### src/rtl/fp_adder_rr_scheduler_pkg.sv
// Shared constants, types and helpers for the round-robin FP adder scheduler.
package fp_adder_rr_scheduler_pkg;

  localparam int FLAG_UF   = 0;
  localparam int FLAG_OF   = 1;
  localparam int FLAG_INV  = 2;
  localparam int DEF_EXP_W = 8;
  localparam int DEF_MAN_W = 23;

  typedef enum logic {
    ST_EMPTY = 1'b0,
    ST_FULL  = 1'b1
  } sched_state_t;

  function automatic int clog2(input int value);
    int r;
    r = 0;
    for (int k = 0; k < 32; k++) begin
      if ((32'sd1 <<< r) < value) r = r + 1;
      else r = r;
    end
    return r;
  endfunction

endpackage

### src/rtl/fp_adder_rr_scheduler_fp_adder.sv
// Combinational IEEE-754 style adder, round-to-nearest-even, with subnormal support.
module floating_point_adder
  import fp_adder_rr_scheduler_pkg::*;
#(
  parameter int EXPONENT_WIDTH = DEF_EXP_W,
  parameter int MANTISSA_WIDTH = DEF_MAN_W
) (
  input  logic [EXPONENT_WIDTH+MANTISSA_WIDTH:0] i_a,
  input  logic [EXPONENT_WIDTH+MANTISSA_WIDTH:0] i_b,
  input  logic                                   i_subtract,
  output logic [EXPONENT_WIDTH+MANTISSA_WIDTH:0] o_result,
  output logic [2:0]                             o_flags
);

  localparam int EW = EXPONENT_WIDTH;
  localparam int MW = MANTISSA_WIDTH;
  localparam int SW = MW + 4;
  localparam int XW = EW + 2;
  localparam logic [XW-1:0] EXP_MAX = {2'b00, {EW{1'b1}}};
  localparam logic [EW+MW:0] QNAN = {1'b0, {EW{1'b1}}, 1'b1, {(MW-1){1'b0}}};

  logic          w_sa, w_sb, w_sl, w_ss, w_swap, w_sticky, w_rup, w_ovf;
  logic [EW-1:0] w_ea, w_eb;
  logic [MW-1:0] w_ma, w_mb, w_mant;
  logic          w_a_nan, w_b_nan, w_a_inf, w_b_inf;
  logic [XW-1:0] w_el, w_es, w_diff, w_lz, w_shift, w_exp_n, w_exp_f;
  logic [SW-1:0] w_xl, w_xs, w_xs_sh, w_norm;
  logic [SW:0]   w_sum;
  logic [MW+1:0] w_rnd;

  assign w_sa = i_a[EW+MW];
  assign w_sb = i_b[EW+MW] ^ i_subtract;
  assign w_ea = i_a[EW+MW-1:MW];
  assign w_eb = i_b[EW+MW-1:MW];
  assign w_ma = i_a[MW-1:0];
  assign w_mb = i_b[MW-1:0];
  assign w_a_nan = (&w_ea) & (|w_ma);
  assign w_b_nan = (&w_eb) & (|w_mb);
  assign w_a_inf = (&w_ea) & ~(|w_ma);
  assign w_b_inf = (&w_eb) & ~(|w_mb);

  // Align, add, normalise and round the finite operands.
  always_comb begin
    w_swap = {w_eb, w_mb} > {w_ea, w_ma};
    w_sl   = w_swap ? w_sb : w_sa;
    w_ss   = w_swap ? w_sa : w_sb;
    w_el   = w_swap ? XW'(w_eb | EW'(w_eb == '0)) : XW'(w_ea | EW'(w_ea == '0));
    w_es   = w_swap ? XW'(w_ea | EW'(w_ea == '0)) : XW'(w_eb | EW'(w_eb == '0));
    w_xl   = w_swap ? {|w_eb, w_mb, 3'b000} : {|w_ea, w_ma, 3'b000};
    w_xs   = w_swap ? {|w_ea, w_ma, 3'b000} : {|w_eb, w_mb, 3'b000};
    w_diff = w_el - w_es;

    w_sticky = 1'b0;
    for (int k = 0; k < SW; k++) begin
      w_sticky = w_sticky | (w_xs[k] & (XW'(k) < w_diff));
    end
    if (w_diff >= XW'(SW)) w_xs_sh = '0;
    else w_xs_sh = w_xs >> w_diff;
    w_xs_sh[0] = w_xs_sh[0] | w_sticky;

    if (w_sl ^ w_ss) w_sum = {1'b0, w_xl} - {1'b0, w_xs_sh};
    else w_sum = {1'b0, w_xl} + {1'b0, w_xs_sh};

    w_lz = XW'(SW);
    for (int k = 0; k < SW; k++) begin
      w_lz = w_sum[k] ? XW'(SW - 1 - k) : w_lz;
    end

    // A carry-out shifts right by one; otherwise shift left but never below exponent 1.
    w_shift = '0;
    if (w_sum[SW]) begin
      w_norm  = w_sum[SW:1] | {{(SW-1){1'b0}}, w_sum[0]};
      w_exp_n = w_el + XW'(1);
    end else begin
      w_shift = (w_lz < w_el) ? w_lz : (w_el - XW'(1));
      w_norm  = w_sum[SW-1:0] << w_shift;
      w_exp_n = w_el - w_shift;
    end

    w_rup = w_norm[2] & (w_norm[1] | w_norm[0] | w_norm[3]);
    w_rnd = {1'b0, w_norm[SW-1:3]} + (MW+2)'(w_rup);
    if (w_rnd[MW+1]) begin
      w_exp_f = w_exp_n + XW'(1);
      w_mant  = '0;
    end else begin
      w_exp_f = w_rnd[MW] ? w_exp_n : '0;
      w_mant  = w_rnd[MW-1:0];
    end
    w_ovf = (w_exp_f >= EXP_MAX);
  end

  // Special-value resolution and final packing.
  always_comb begin
    o_flags  = 3'b000;
    o_result = '0;
    if (w_a_nan || w_b_nan) begin
      o_result = QNAN;
      o_flags[FLAG_INV] = (w_a_nan & ~w_ma[MW-1]) | (w_b_nan & ~w_mb[MW-1]);
    end else if (w_a_inf && w_b_inf && (w_sa != w_sb)) begin
      o_result = QNAN;
      o_flags[FLAG_INV] = 1'b1;
    end else if (w_a_inf || w_b_inf) begin
      o_result = {w_a_inf ? w_sa : w_sb, {EW{1'b1}}, {MW{1'b0}}};
    end else if (w_sum == '0) begin
      o_result = {w_sl & w_ss, {(EW+MW){1'b0}}};
    end else if (w_ovf) begin
      o_result = {w_sl, {EW{1'b1}}, {MW{1'b0}}};
      o_flags[FLAG_OF] = 1'b1;
    end else begin
      o_result = {w_sl, w_exp_f[EW-1:0], w_mant};
      o_flags[FLAG_UF] = (w_exp_f == '0) & (|w_norm[2:0]);
    end
  end

endmodule

### src/rtl/fp_adder_rr_scheduler_rr_arbiter.sv
// Combinational round-robin arbiter: the first request at or after the pointer wins.
module rr_arbiter #(
  parameter int N  = 4,
  parameter int PW = 2
) (
  input  logic [N-1:0]  i_req,
  input  logic [PW-1:0] i_pointer,
  output logic [N-1:0]  o_grant
);

  logic [N-1:0] w_rot;
  logic [N-1:0] w_grot;
  logic         w_seen;

  // Rotate so the pointer position lands on bit 0, then pick the lowest set bit.
  assign w_rot = N'({i_req, i_req} >> i_pointer);

  // Lowest-set-bit priority pick on the rotated request vector.
  always_comb begin
    w_seen = 1'b0;
    w_grot = '0;
    for (int k = 0; k < N; k++) begin
      w_grot[k] = w_rot[k] & ~w_seen;
      w_seen    = w_seen | w_rot[k];
    end
  end

  assign o_grant = N'(({w_grot, w_grot} << i_pointer) >> N);

endmodule

### src/rtl/fp_adder_rr_scheduler.sv
// Round-robin scheduler sharing one FP adder between NUM_REQ requesters,
// with a single registered, backpressured result slot.
module fp_adder_rr_scheduler
  import fp_adder_rr_scheduler_pkg::*;
#(
  parameter int EXPONENT_WIDTH  = DEF_EXP_W,
  parameter int MANTISSA_WIDTH  = DEF_MAN_W,
  parameter int NUM_REQ         = 4,
  parameter int FLOAT_BIT_WIDTH = EXPONENT_WIDTH + MANTISSA_WIDTH + 1,
  parameter int ID_WIDTH        = (clog2(NUM_REQ) < 1) ? 1 : clog2(NUM_REQ)
) (
  input  logic                               clk,
  input  logic                               rst,
  input  logic [NUM_REQ-1:0]                 req_valid,
  output logic [NUM_REQ-1:0]                 req_ready,
  input  logic [NUM_REQ*FLOAT_BIT_WIDTH-1:0] req_a,
  input  logic [NUM_REQ*FLOAT_BIT_WIDTH-1:0] req_b,
  input  logic [NUM_REQ-1:0]                 req_subtract,
  output logic                               out_valid,
  input  logic                               out_ready,
  output logic [FLOAT_BIT_WIDTH-1:0]         out_result,
  output logic [2:0]                         out_flags,
  output logic [ID_WIDTH-1:0]                out_id
);

  localparam int FW = FLOAT_BIT_WIDTH;

  sched_state_t         r_state;
  logic [ID_WIDTH-1:0]  r_ptr;
  logic [ID_WIDTH-1:0]  r_id;
  logic [FW-1:0]        r_result;
  logic [2:0]           r_flags;
  logic                 r_valid;

  logic [NUM_REQ-1:0]   w_grant;
  logic                 w_accept;
  logic                 w_fire;
  logic [ID_WIDTH-1:0]  w_win_id;
  logic [ID_WIDTH-1:0]  w_ptr_next;
  logic [FW-1:0]        w_a, w_b, w_sum;
  logic                 w_sub;
  logic [2:0]           w_flags;

  rr_arbiter #(
    .N  (NUM_REQ),
    .PW (ID_WIDTH)
  ) u_arb (
    .i_req     (req_valid),
    .i_pointer (r_ptr),
    .o_grant   (w_grant)
  );

  // A stalled full slot blocks all grants; reset forces ready low.
  assign w_accept  = (r_state == ST_EMPTY) || out_ready;
  assign req_ready = rst ? '0 : (w_grant & {NUM_REQ{w_accept}});
  assign w_fire    = |req_ready;

  // Encode the one-hot grant and mux the winner's operands.
  always_comb begin
    w_win_id = '0;
    w_a      = '0;
    w_b      = '0;
    w_sub    = 1'b0;
    for (int k = 0; k < NUM_REQ; k++) begin
      w_win_id = w_win_id | (w_grant[k] ? ID_WIDTH'(k) : '0);
      w_a      = w_a | (req_a[k*FW +: FW] & {FW{w_grant[k]}});
      w_b      = w_b | (req_b[k*FW +: FW] & {FW{w_grant[k]}});
      w_sub    = w_sub | (req_subtract[k] & w_grant[k]);
    end
  end

  assign w_ptr_next = (w_win_id == ID_WIDTH'(NUM_REQ - 1)) ? '0 : (w_win_id + ID_WIDTH'(1));

  floating_point_adder #(
    .EXPONENT_WIDTH (EXPONENT_WIDTH),
    .MANTISSA_WIDTH (MANTISSA_WIDTH)
  ) u_add (
    .i_a        (w_a),
    .i_b        (w_b),
    .i_subtract (w_sub),
    .o_result   (w_sum),
    .o_flags    (w_flags)
  );

  // Output slot FSM: load on handshake, drain on out_ready, hold on stall.
  always_ff @(posedge clk or posedge rst) begin
    if (rst) begin
      r_state  <= ST_EMPTY;
      r_valid  <= 1'b0;
      r_ptr    <= '0;
      r_id     <= '0;
      r_result <= '0;
      r_flags  <= 3'b000;
    end else begin
      case (r_state)
        ST_EMPTY, ST_FULL: begin
          if (w_fire) begin
            r_state  <= ST_FULL;
            r_valid  <= 1'b1;
            r_ptr    <= w_ptr_next;
            r_id     <= w_win_id;
            r_result <= w_sum;
            r_flags  <= w_flags;
          end else if (out_ready) begin
            r_state <= ST_EMPTY;
            r_valid <= 1'b0;
          end else begin
            r_state <= r_state;
            r_valid <= r_valid;
          end
        end
        default: begin
          r_state <= ST_EMPTY;
          r_valid <= 1'b0;
        end
      endcase
    end
  end

  assign out_valid  = r_valid;
  assign out_result = r_result;
  assign out_flags  = r_flags;
  assign out_id     = r_id;

endmodule

### config.mk
export PLATFORM = sky130hd
export DESIGN_NAME = fp_adder_rr_scheduler
export DESIGN_NICKNAME = d
export VERILOG_FILES = /design/src/rtl/fp_adder_rr_scheduler_pkg.sv /design/src/rtl/fp_adder_rr_scheduler_fp_adder.sv /design/src/rtl/fp_adder_rr_scheduler_rr_arbiter.sv /design/src/rtl/fp_adder_rr_scheduler.sv
export SDC_FILE = /design/constraint.sdc
export NUM_CORES = 1
export LEC_CHECK = 0
export ABC_AREA = 1
export CAP_MARGIN = 10
export CORE_ASPECT_RATIO = 0.7
export CORE_MARGIN = 10
export CORE_UTILIZATION = 48
export DETAILED_ROUTE_END_ITERATION = 8
export PLACE_DENSITY = 0.8
export SYNTH_ARGS = -nofsm -noshare
export SYNTH_HDL_FRONTEND = slang
export SYNTH_SLANG_ARGS = --single-unit
export TNS_END_PERCENT = 30
### constraint.sdc
create_clock -name clk -period 14.8 [get_ports clk]
set_input_delay 2.96 -clock clk [delete_from_list [all_inputs] [get_ports clk]]
set_output_delay 2.96 -clock clk [all_outputs]
set_load 0.02 [all_outputs]
==> results.tsv, run 1 <==
stage	metric	value	unit
sta	worstEndpointType	sequential cell input	
yosys	ys_seq_area_frac	0.0745	
yosys	async_reset_ff_frac	1.00	
yosys	synth_most_common_cell	nand2_1	
clock_network	clock-root-buffer	clkbuf_16	
clock_network	cts_inserted_buffers	5	
global_route	grtUsageTotal	0.829	
yosys	ys_top_cells_by_area	nand2_1 21%, nand3_1 13%, dfrtp_1 7.4%	
status	failed_stage	global routing	
yosys	yosys.area.top_type	nand2_1	
placed_design	port_buffers	308	
global_route	grt-ovfl-total	326	
yosys	synth_cells	2435	
placed_design	placed_area	21500	sq um
placed_design	place_hpwl	60.0	mm
yosys	synth_nets	2776	
yosys	yosys.area.top_type_share	0.211	
clock_network	htreeDepth	2	
floorplan	die_x	220	um
clock_network	cts.sinks	40	
sta	crit_endpoint	out_result[18]$_DFFE_PP0P_/D	
floorplan	boundaryPins	309	
global_route	grt_max_degree	49	
yosys	netlist_top_cells_count	756 x nand2_1, 336 x nand3_1, 241 x inv_1, 195 x nor2_1, 100 x o21ai_0	
yosys	netlist_area	13400	sq um
clock_network	clockBufferDepth	2	
yosys	synthDistinctLibCells	67	
status	error_message	[ERROR GRT-0232] Routing congestion too high. Check the congestion heatmap in the GUI.	
clock_network	cts_hold_buf	0	
placed_design	gp_congestion	1.13	
yosys	yosys_most_used_dff	dfrtp_1	
yosys	avgSynthCellArea	5.52	sq um
yosys	yosysWarnings	0	
floorplan	num_rows	51	
status	run_status	stopped before the end	
floorplan	die_h	160	um
yosys	synth-edff-count	0	
yosys	synth_seq_cells	40	
floorplan	start_util	0.485	
==> stage by stage <==
step / hold slack [ps] / std cells / setup slack, ps / TNS, ps
CTS: 483 / 3803 / -628 / -19250
detailed placement: 466 / 3628 / -2290 / -73180
global placement: 463 / 3628 / -1550 / -50510
floorplan: 591 / 2435 / -741 / -20750
==> logic make-up after synthesis <==
kind of cell,synth area share
DFF,0.0745
buffers and inverters,0.112
xor gates and xnor gates,0.0511
AOI/OAI and AO/OA,0.186
adders and majority gates,0.0694
and+or+nand+nor,0.507
==> per-layer routing <==
metal / GRT overflow / GRT usage
met1: 36 / 0.830
met2: 139 / 0.914
met3: 37 / 0.781
met4: 112 / 0.761
met5: 2 / 0.630
==> repair_timing <==
action,in CTS
setup endpoints to repair,33
cloned,12
pin swaps,120
resized for setup,232
setup buffers,156
==> inputs of run 2 (changes only) <==
CORE_ASPECT_RATIO = default   (was 0.7)
CORE_UTILIZATION = 40   (was 48)
PLACE_DENSITY = default   (was 0.8)
PLACE_DENSITY_LB_ADDON = 0.15   (was default)
clock period = 19.2 ns   (was 14.8 ns; I/O delays follow)
==> results.tsv, run 2 <==
stage	metric	value	unit	change
detailed_routing	vias	18100		
finish	drive_gt1_frac	0.108		
job	maxCapViolations	0		
yosys	yosysWarnings	0		unchanged
detailed_routing	vias_per_cell	5.65		
yosys	netlist_area	13400	sq um	unchanged
sta	fmax	0.0556	GHz	
yosys	synth_cells	2435		unchanged
sta	finalCritPeriodShare	0.936		
sta	slew_viol_final	0		
critical_path	setup.worst_path.class	in2reg		
placed_design	gp_congestion	0.991		was 1.13
clock_network	clockBufferDepth	2		unchanged
worst_hold_path	min_from	out_result[17]		
floorplan	num_rows	67		was 51
finish	largest_register_ffs	32		
critical_path	reg2regPathDepth	107		
clock_network	htreeDepth	2		unchanged
placed_design	place_hpwl	54.4	mm	was 60.0 mm
detailed_routing	wire_per_inst	20.2	um	
critical_path	crit_slowest_cell	clkdlybuf4s50_1		
critical_path	r2r_start	r_ptr[1]		
yosys	ys_seq_area_frac	0.0745		unchanged
yosys	ys_top_cells_by_area	nand2_1 21%, nand3_1 13%, dfrtp_1 7.4%		unchanged
critical_path	arrival	18180	ps	
global_route	grt_max_degree	61		
critical_path	crit_path_end_kind	flop		
sta	setup_viol	0		
sta	fin_skew	6.06	ps	
yosys	netlist_top_cells_count	756 x nand2_1, 336 x nand3_1, 241 x inv_1, 195 x nor2_1, 100 x o21ai_0		unchanged
floorplan	boundaryPins	309		unchanged
critical_path	start_kind	input port		
worst_hold_path	hold_path.class	reg2reg		
yosys	synth_nets	2776		unchanged
yosys	synthDistinctLibCells	67		unchanged
yosys	synth_most_common_cell	nand2_1		unchanged
global_route	antenna_found_initial	9		
clock_network	cts.sinks	40		unchanged
clock_network	cts_tree	done		
placed_design	placed_cells	3181		was 3628
placed_design	placed_area	17300	sq um	was 21500 sq um
finish	final_cell_mix	754 x nand2_1, 331 x nand3_1, 308 x clkdlybuf4s50_1		
global_route	grtUsageTotal	0.291		
sta	maxSlewHeadroom	0.291		
detailed_routing	drt_iter0_markers	1763		
clock_network	clock-root-buffer	clkbuf_16		unchanged
detailed_routing	wl	64.9	mm	
detailed_routing	postRouteAntennaNets	0		
floorplan	die_h	203	um	was 160 um
global_route	grt_pass1_wl	96.4	mm	
floorplan	core_area	33400	sq um	
detailed_routing	first_pass_iters	6		
critical_path	cpMostUsedCell	nand2_1		
global_route	grt-ovfl-total	0		
finish	n_fill_cell	3571		
yosys	synth_seq_cells	40		unchanged
yosys	avgSynthCellArea	5.52	sq um	unchanged
critical_path	regToRegEndpoint	out_result[7]		
floorplan	die-area	41300	sq um	
yosys	async_reset_ff_frac	1.00		unchanged
worst_hold_path	worstHoldPathCells	2		
finish	layout.nets	3098		
finish	area_growth	33.5	%	
finish	fin_area	17900	sq um	
clock_network	cts.clk_slew.worst_paths	60	ps	
finish	fin_cells	3211		
sta	hold_viol	0		
global_route	grt_pass1_vias	16900		
clock_network	cts_inserted_buffers	5		unchanged
placed_design	port_buffers	308		unchanged
critical_path	slowest_delay	510	ps	
status	run_status	complete, no violations		was stopped before the end
critical_path	required	19400	ps	
clock_network	clkLatencyLatePin	280	ps	
yosys	yosys_most_used_dff	dfrtp_1		unchanged
detailed_routing	drc	0		
finish	layout_commonest_cell	nand2_1		
yosys	yosys.area.top_type	nand2_1		unchanged
floorplan	die_x	203	um	was 220 um
critical_path	worst-r2r-setup-slack	4310	ps	
yosys	yosys.area.top_type_share	0.211		unchanged
sta	post-route-min-period	17970	ps	
sta	worstMarginPinSlew	1050	ps	
worst_hold_path	holdPathEnd	out_result[17]		
floorplan	start_util	0.403		was 0.485
critical_path	crit_fanout	17		
yosys	synth-edff-count	0		unchanged
## run 2: cell counts after synthesis
Identical to the previous run, type by type.
## run 2: per-layer routing
layer	global-route usage	part of all wire
met3	0.0463	0.071
met1	0.367	0.43
met5	0	0.00071
met4	0.0970	0.033
met2	0.495	0.47
## run 2: how the worst max path moves through the flow
stage / startpoint / depth (start not counted) / to / slack, ps
5_1_grt: req_valid[2] / 109 / out_result[7] / -90
6_report: req_valid[1] / 108 / out_result[7] / 1230
2_1_floorplan: req_valid[3] / 105 / out_result[17] / 1520
4_1_cts: req_valid[3] / 109 / out_result[16] / 120
3_5_place_dp: req_valid[3] / 109 / out_result[7] / -130
3_3_place_gp: req_valid[2] / 99 / out_result[16] / 240
## run 2: stage by stage
stage	hold WS (ps)	worst slack (ps)	util	setup TNS, ps
final	477	1230	0.538	0
after CTS	482	116	0.523	0
after global routing	489	-87.7	0.538	-897
after global placement	465	237	0.518	0
after floorplan	591	1520	-	0
after detailed placement	465	-131	0.518	-2270
## run 2: final cells by class
| type | count | area, sq um | share of cell area |
|---|---|---|---|
| Timing Repair inverter | 1 | 8.76 | 0.000488 |
| Inverter | 268 | 1050 | 0.0586 |
| Timing Repair Buffer | 411 | 3880 | 0.216 |
| Multi-Input combinational cell | 2030 | 11300 | 0.627 |
| Antenna cell | 5 | 12.5 | 0.000697 |
| Clock inverter | 3 | 42.5 | 0.00237 |
| Tap cell | 448 | 561 | 0.0312 |
| Sequential cell | 40 | 1000 | 0.0558 |
| Clock buffer | 5 | 125 | 0.00697 |
## run 2: timing repair
item | in CTS | in global routing
resized for setup | 0 | 80
endpoints found under the hold margin | 0 | 0
setup endpoints to repair | 0 | 33
hold buffers | 0 | 0
buffers inserted | 0 | 14
## run 2: worst max-delay path, delay by kind of cell
kind / cells / cell delay, ps
buffers and inverters: 16 / 1980
XOR/XNOR: 3 / 500
AND/OR/NAND/NOR: 61 / 6550
AO/OA/AOI/OAI: 21 / 3340
adder cells (fa/ha/maj): 7 / 1950
## run 2: cells by family after synthesis
| kind of cell | after synthesis | share of synthesized area |
|---|---|---|
| compound gates | 376 | 0.186 |
| buf+inv | 367 | 0.112 |
| simple gates | 1503 | 0.507 |
| flops | 40 | 0.0745 |
| fa+ha+maj | 74 | 0.0694 |
| xor+xnor | 75 | 0.0511 |
Power of run 2 is not shown: default switching activity piles up to over one toggle a cycle in this logic, so the estimate is an artifact.
==> inputs of run 3 (changes only) <==
clock period = 20.1 ns   (was 19.2 ns; I/O delays follow)
==> results.tsv, run 3 (synthesis gave the netlist of run 2 again) <==
stage	metric	value	unit	change
finish	drive_gt1_frac	0.0879		was 0.108
placed_design	port_buffers	308		unchanged
global_route	antenna_found_initial	4		was 9
clock_network	cts_inserted_buffers	5		unchanged
clock_network	htreeDepth	2		unchanged
sta	setup_viol	0		unchanged
clock_network	cts.clk_slew.worst_paths	50	ps	was 60 ps
critical_path	startpoint	req_valid[2]		was req_valid[1]
floorplan	die-area	41300	sq um	unchanged
clock_network	clkLatencyLatePin	290	ps	was 280 ps
finish	fin_area	17600	sq um	was 17900 sq um
finish	layout.nets	3061		was 3098
critical_path	crit_slowest_cell	clkdlybuf4s50_1		unchanged
detailed_routing	drc	0		unchanged
detailed_routing	vias_per_cell	5.70		was 5.65
placed_design	pre_cts_ws	-74.5	ps	was -131 ps
detailed_routing	drt_iter0_markers	1721		was 1763
sta	fin_skew	7.06	ps	was 6.06 ps
critical_path	arrival	19200	ps	was 18180 ps
clock_network	cts_tree	done		unchanged
sta	post-route-min-period	19000	ps	
sta	hold_viol	0		unchanged
detailed_routing	vias	18100		about the same
sta	hold_ws	480	ps	was 477 ps
global_route	grtUsageTotal	0.284		was 0.291
critical_path	start_kind	input port		unchanged
detailed_routing	postRouteAntennaNets	0		unchanged
critical_path	r2r_start	r_ptr[1]		unchanged
status	run_status	complete, no violations		unchanged
placed_design	placed_area	17000	sq um	was 17300 sq um
critical_path	worst-r2r-setup-slack	4390	ps	was 4310 ps
sta	fmax	0.0526	GHz	
floorplan	num_rows	67		unchanged
clock_network	clockBufferDepth	2		unchanged
finish	area_growth	30.9	%	was 33.5%
critical_path	cpMostUsedCell	nand2_1		unchanged
finish	regArea	1000	sq um	unchanged
job	maxCapViolations	0		unchanged
sta	slew_viol_final	0		unchanged
floorplan	core_area	33400	sq um	unchanged
critical_path	required	20310	ps	was 19400 ps
clock_network	cts.sinks	40		unchanged
sta	fin_ws	1100	ps	was 1230 ps
clock_network	cts_hold_buf	0		unchanged
global_route	grt_pass1_vias	16700		was 16900
worst_hold_path	hold_path.class	reg2reg		unchanged
critical_path	setup.worst_path.class	in2reg		unchanged
critical_path	slowest_delay	520	ps	was 510 ps
sta	worstMarginPinSlew	945	ps	was 1050 ps
global_route	grt_pass1_wl	95.2	mm	was 96.4 mm
finish	final_cell_mix	755 x nand2_1, 335 x nand3_1, 308 x clkdlybuf4s50_1		was 754 x nand2_1, 331 x nand3_1, 308 x clkdlybuf4s50_1
finish	multi_input_area	11200	sq um	was 11300 sq um
detailed_routing	first_pass_iters	6		unchanged
placed_design	place_hpwl	52.3	mm	was 54.4 mm
floorplan	die_x	203	um	unchanged
sta	maxSlewHeadroom	0.364		was 0.291
worst_hold_path	min_from	out_result[3]		was out_result[17]
floorplan	boundaryPins	309		unchanged
global_route	grt_max_degree	63		was 61
clock_network	clock-root-buffer	clkbuf_16		unchanged
global_route	grt-ovfl-total	0		unchanged
floorplan	start_util	0.403		unchanged
finish	layout_commonest_cell	nand2_1		unchanged
detailed_routing	wl	63.1	mm	was 64.9 mm
finish	n_fill_cell	3555		was 3571
floorplan	die_h	203	um	unchanged
critical_path	crit_path_end_kind	flop		unchanged
sta	finalCritPeriodShare	0.945		
critical_path	crit_fanout	34		was 17
finish	largest_register_ffs	32		unchanged
detailed_routing	wire_per_inst	19.9	um	was 20.2 um
placed_design	gp_congestion	0.995		was 0.991
[run 3: critical path, delay by kind of cell]
| kind | cells | cell delay, ps |
|---|---|---|
| buf+inv | 18 | 2420 |
| simple gates | 50 | 6160 |
| fa+ha+maj | 7 | 1880 |
| xor+xnor | 3 | 640 |
| compound gates | 23 | 4010 |
[run 3: per-stage QoR]
step,setup TNS (ps),cells,util
after CTS,0,3144,0.514
after global placement,0,3137,0.508
after global routing,-91.8,3169,0.527
final,0,3171,0.527
after floorplan,0,2435,-
after detailed placement,-739,3137,0.508
[run 3: layer usage]
layer / track usage / part of all wire / wire [um] / vias to the layer above
li1: - / - / - / 8801
met2: 0.483 / 0.47 / 29600 / 772
met5: 0 / 0.00019 / 12 / -
met4: 0.0842 / 0.029 / 1860 / 2
met3: 0.0441 / 0.072 / 4560 / 103
met1: 0.363 / 0.43 / 27100 / 8397
[run 3: what timing repair did]
action                                  in CTS  in global routing
setup buffers                                0                 17
resized for setup                            0                 55
endpoints found under the hold margin        0                  0
endpoints found under the setup margin       0                 33
[run 3: worst paths after layout]
kind / endpoint / cells past startpoint
worst min register to register: out_result[3] / 2
max in group asynchronous: out_result[14] / 3
min in group asynchronous: r_state / 3
worst min-delay path: out_result[3] / 2
worst max register to register: out_result[9] / 100
worst max-delay path: out_result[9] / 101
[run 3: layout make-up]
class | instances | area share
Antenna cell | 3 | 0.000427
Clock buffer | 5 | 0.00711
Clock inverter | 2 | 0.00341
Inverter | 268 | 0.0592
Multi-Input combinational cell | 2034 | 0.638
Sequential cell | 40 | 0.0569
Tap cell | 448 | 0.0319
Timing Repair Buffer | 371 | 0.203
Power of run 3 is left out for the same reason.
==> inputs of run 4 (changes only) <==
CTS_BUF_LIST = sky130_fd_sc_hd__clkbuf_2   (was default)
MAX_ROUTING_LAYER = met4   (was default)
==> results.tsv, run 4 (synthesis gave the netlist of run 2 again) <==
stage	metric	value	unit	change
status	run_status	complete, no violations		unchanged
detailed_routing	drc	0		unchanged
placed_design	port_buffers	308		unchanged
critical_path	worst-r2r-setup-slack	4530	ps	was 4390 ps
global_route	grt_pass1_vias	16900		was 16700
clock_network	cts.clk_slew.worst_paths	200	ps	was 50 ps
clock_network	clock-root-buffer	clkbuf_2		was clkbuf_16
critical_path	crit_slowest_cell	nand3_2		was clkdlybuf4s50_1
global_route	use_met1	0.377		was 0.363
sta	hold_viol	0		unchanged
global_route	grt_max_degree	63		unchanged
clock_network	cts_tree	done		unchanged
sta	fin_skew	21.9	ps	was 7.06 ps
worst_hold_path	min_from	out_result[2]		was out_result[3]
critical_path	regToRegEndpoint	out_result[19]		was out_result[9]
detailed_routing	postRouteAntennaNets	0		unchanged
critical_path	crit_fanout	24		was 34
worst_hold_path	hold_path.class	reg2reg		unchanged
critical_path	start_kind	input port		unchanged
global_route	busiest_layer	met2		unchanged
sta	setup_viol	0		unchanged
critical_path	crit_path_end_kind	flop		unchanged
sta	finalCritPeriodShare	0.935		was 0.945
detailed_routing	wire_per_inst	20.0	um	was 19.9 um
detailed_routing	drt_iter0_markers	1651		was 1721
detailed_routing	vias	18000		was 18100
worst_hold_path	worstHoldPathCells	2		unchanged
detailed_routing	first_pass_iters	6		unchanged
clock_network	clkLatencyLatePin	420	ps	was 290 ps
critical_path	arrival	19110	ps	was 19200 ps
placed_design	gp_congestion	1.05		was 0.995
sta	fmax	0.0532	GHz	was 0.0526 GHz
critical_path	r2r_start	r_ptr[1]		unchanged
global_route	met3_usage	0.0255		was 0.0441
critical_path	cpMostUsedCell	nand2_1		unchanged
finish	final_cell_mix	755 x nand2_1, 334 x nand3_1, 308 x clkdlybuf4s50_1		was 755 x nand2_1, 335 x nand3_1, 308 x clkdlybuf4s50_1
clock_network	clockBufferDepth	2		unchanged
sta	post-route-min-period	18790	ps	was 19000 ps
clock_network	cts_hold_buf	0		unchanged
sta	maxSlewHeadroom	0.432		was 0.364
floorplan	die-area	41300	sq um	unchanged
finish	area_growth	29.2	%	was 30.9%
finish	largest_register_ffs	32		unchanged
global_route	grtUsageTotal	0.295		was 0.284
floorplan	die_h	203	um	unchanged
sta	worstMarginPinSlew	845	ps	was 945 ps
critical_path	reg2regPathDepth	93		was 100
sta	setup_tns	0	ps	unchanged
finish	drive_gt1_frac	0.0863		was 0.0879
sta	slew_viol_final	0		unchanged
worst_hold_path	holdPathEnd	out_result[2]		was out_result[3]
placed_design	place_hpwl	52.7	mm	was 52.3 mm
floorplan	start_util	0.403		unchanged
clock_network	htreeDepth	2		unchanged
global_route	grt-ovfl-total	0		unchanged
finish	n_fill_cell	3555		unchanged
floorplan	num_rows	67		unchanged
global_route	grt_pass1_wl	95.8	mm	was 95.2 mm
critical_path	slowest_delay	550	ps	was 520 ps
global_route	antenna_found_initial	5		was 4
critical_path	setup.worst_path.class	in2reg		unchanged
clock_network	cts_inserted_buffers	5		unchanged
floorplan	boundaryPins	309		unchanged
detailed_routing	wl	63.2	mm	was 63.1 mm
clock_network	cts.sinks	40		unchanged
critical_path	required	20420	ps	was 20310 ps
floorplan	die_x	203	um	unchanged
global_route	gr-usage-met2	0.484		was 0.483
finish	layout_commonest_cell	nand2_1		unchanged
job	maxCapViolations	0		unchanged
finish	layout.nets	3053		was 3061
detailed_routing	vias_per_cell	5.69		was 5.70
floorplan	core_area	33400	sq um	unchanged
## run 4: per-layer routing
layer,share of wire,wire [um],vias up
met5,0,0,-
met4,0.032,2000,0
met3,0.061,3840,96
met2,0.47,29500,716
met1,0.44,27800,8397
li1,-,-,8791
## run 4: final cells by class
class | count | area, sq um | area share
multi-input combinational | 2033 | 11200 | 0.645
clock inverter | 3 | 18.8 | 0.00108
clock buffer | 5 | 25.0 | 0.00144
sequential | 40 | 1000 | 0.0577
timing repair buffer | 364 | 3520 | 0.203
tap | 448 | 561 | 0.0323
antenna | 5 | 12.5 | 0.000721
inverter | 268 | 1030 | 0.0591
## run 4: how the worst max path moves through the flow
stage / from / depth (start not counted) / slack, ps / to
finish: req_valid[2] / 91 / 1310 / out_result[19]
CTS: req_valid[2] / 105 / 320 / out_result[6]
global route: req_valid[2] / 98 / -20 / out_result[8]
global placement: req_valid[2] / 99 / 250 / out_result[6]
floorplan: req_valid[3] / 105 / 2240 / out_result[17]
detailed placement: req_valid[2] / 105 / -90 / out_result[6]
## run 4: what timing repair did
item / 4_1_cts / 5_1_grt
setup endpoints to repair: 0 / 33
setup buffers: 0 / 11
endpoints found under the hold margin: 0 / 0
gates resized for setup: 0 / 48
## run 4: critical path, delay by kind of cell
family                     cells  cell delay (ps)
and+or+nand+nor               58             8720
AOI/OAI and AO/OA             13             2560
buffers and inverters         12             1780
adders and majority gates      6             1410
xor gates and xnor gates       2              550
## run 4: stage by stage
stage	instances	worst slack [ps]	hold WS (ps)	area [sq um]	utilization
CTS	3144	317	510	17000	0.509
detailed placement	3136	-93.7	464	16900	0.508
finish	3166	1310	508	17400	0.520
floorplan	2435	2240	591	13400	-
global placement	3136	254	467	16900	0.508
global route	3166	-17.5	536	17400	0.520
Power of run 4 is left out for the same reason.
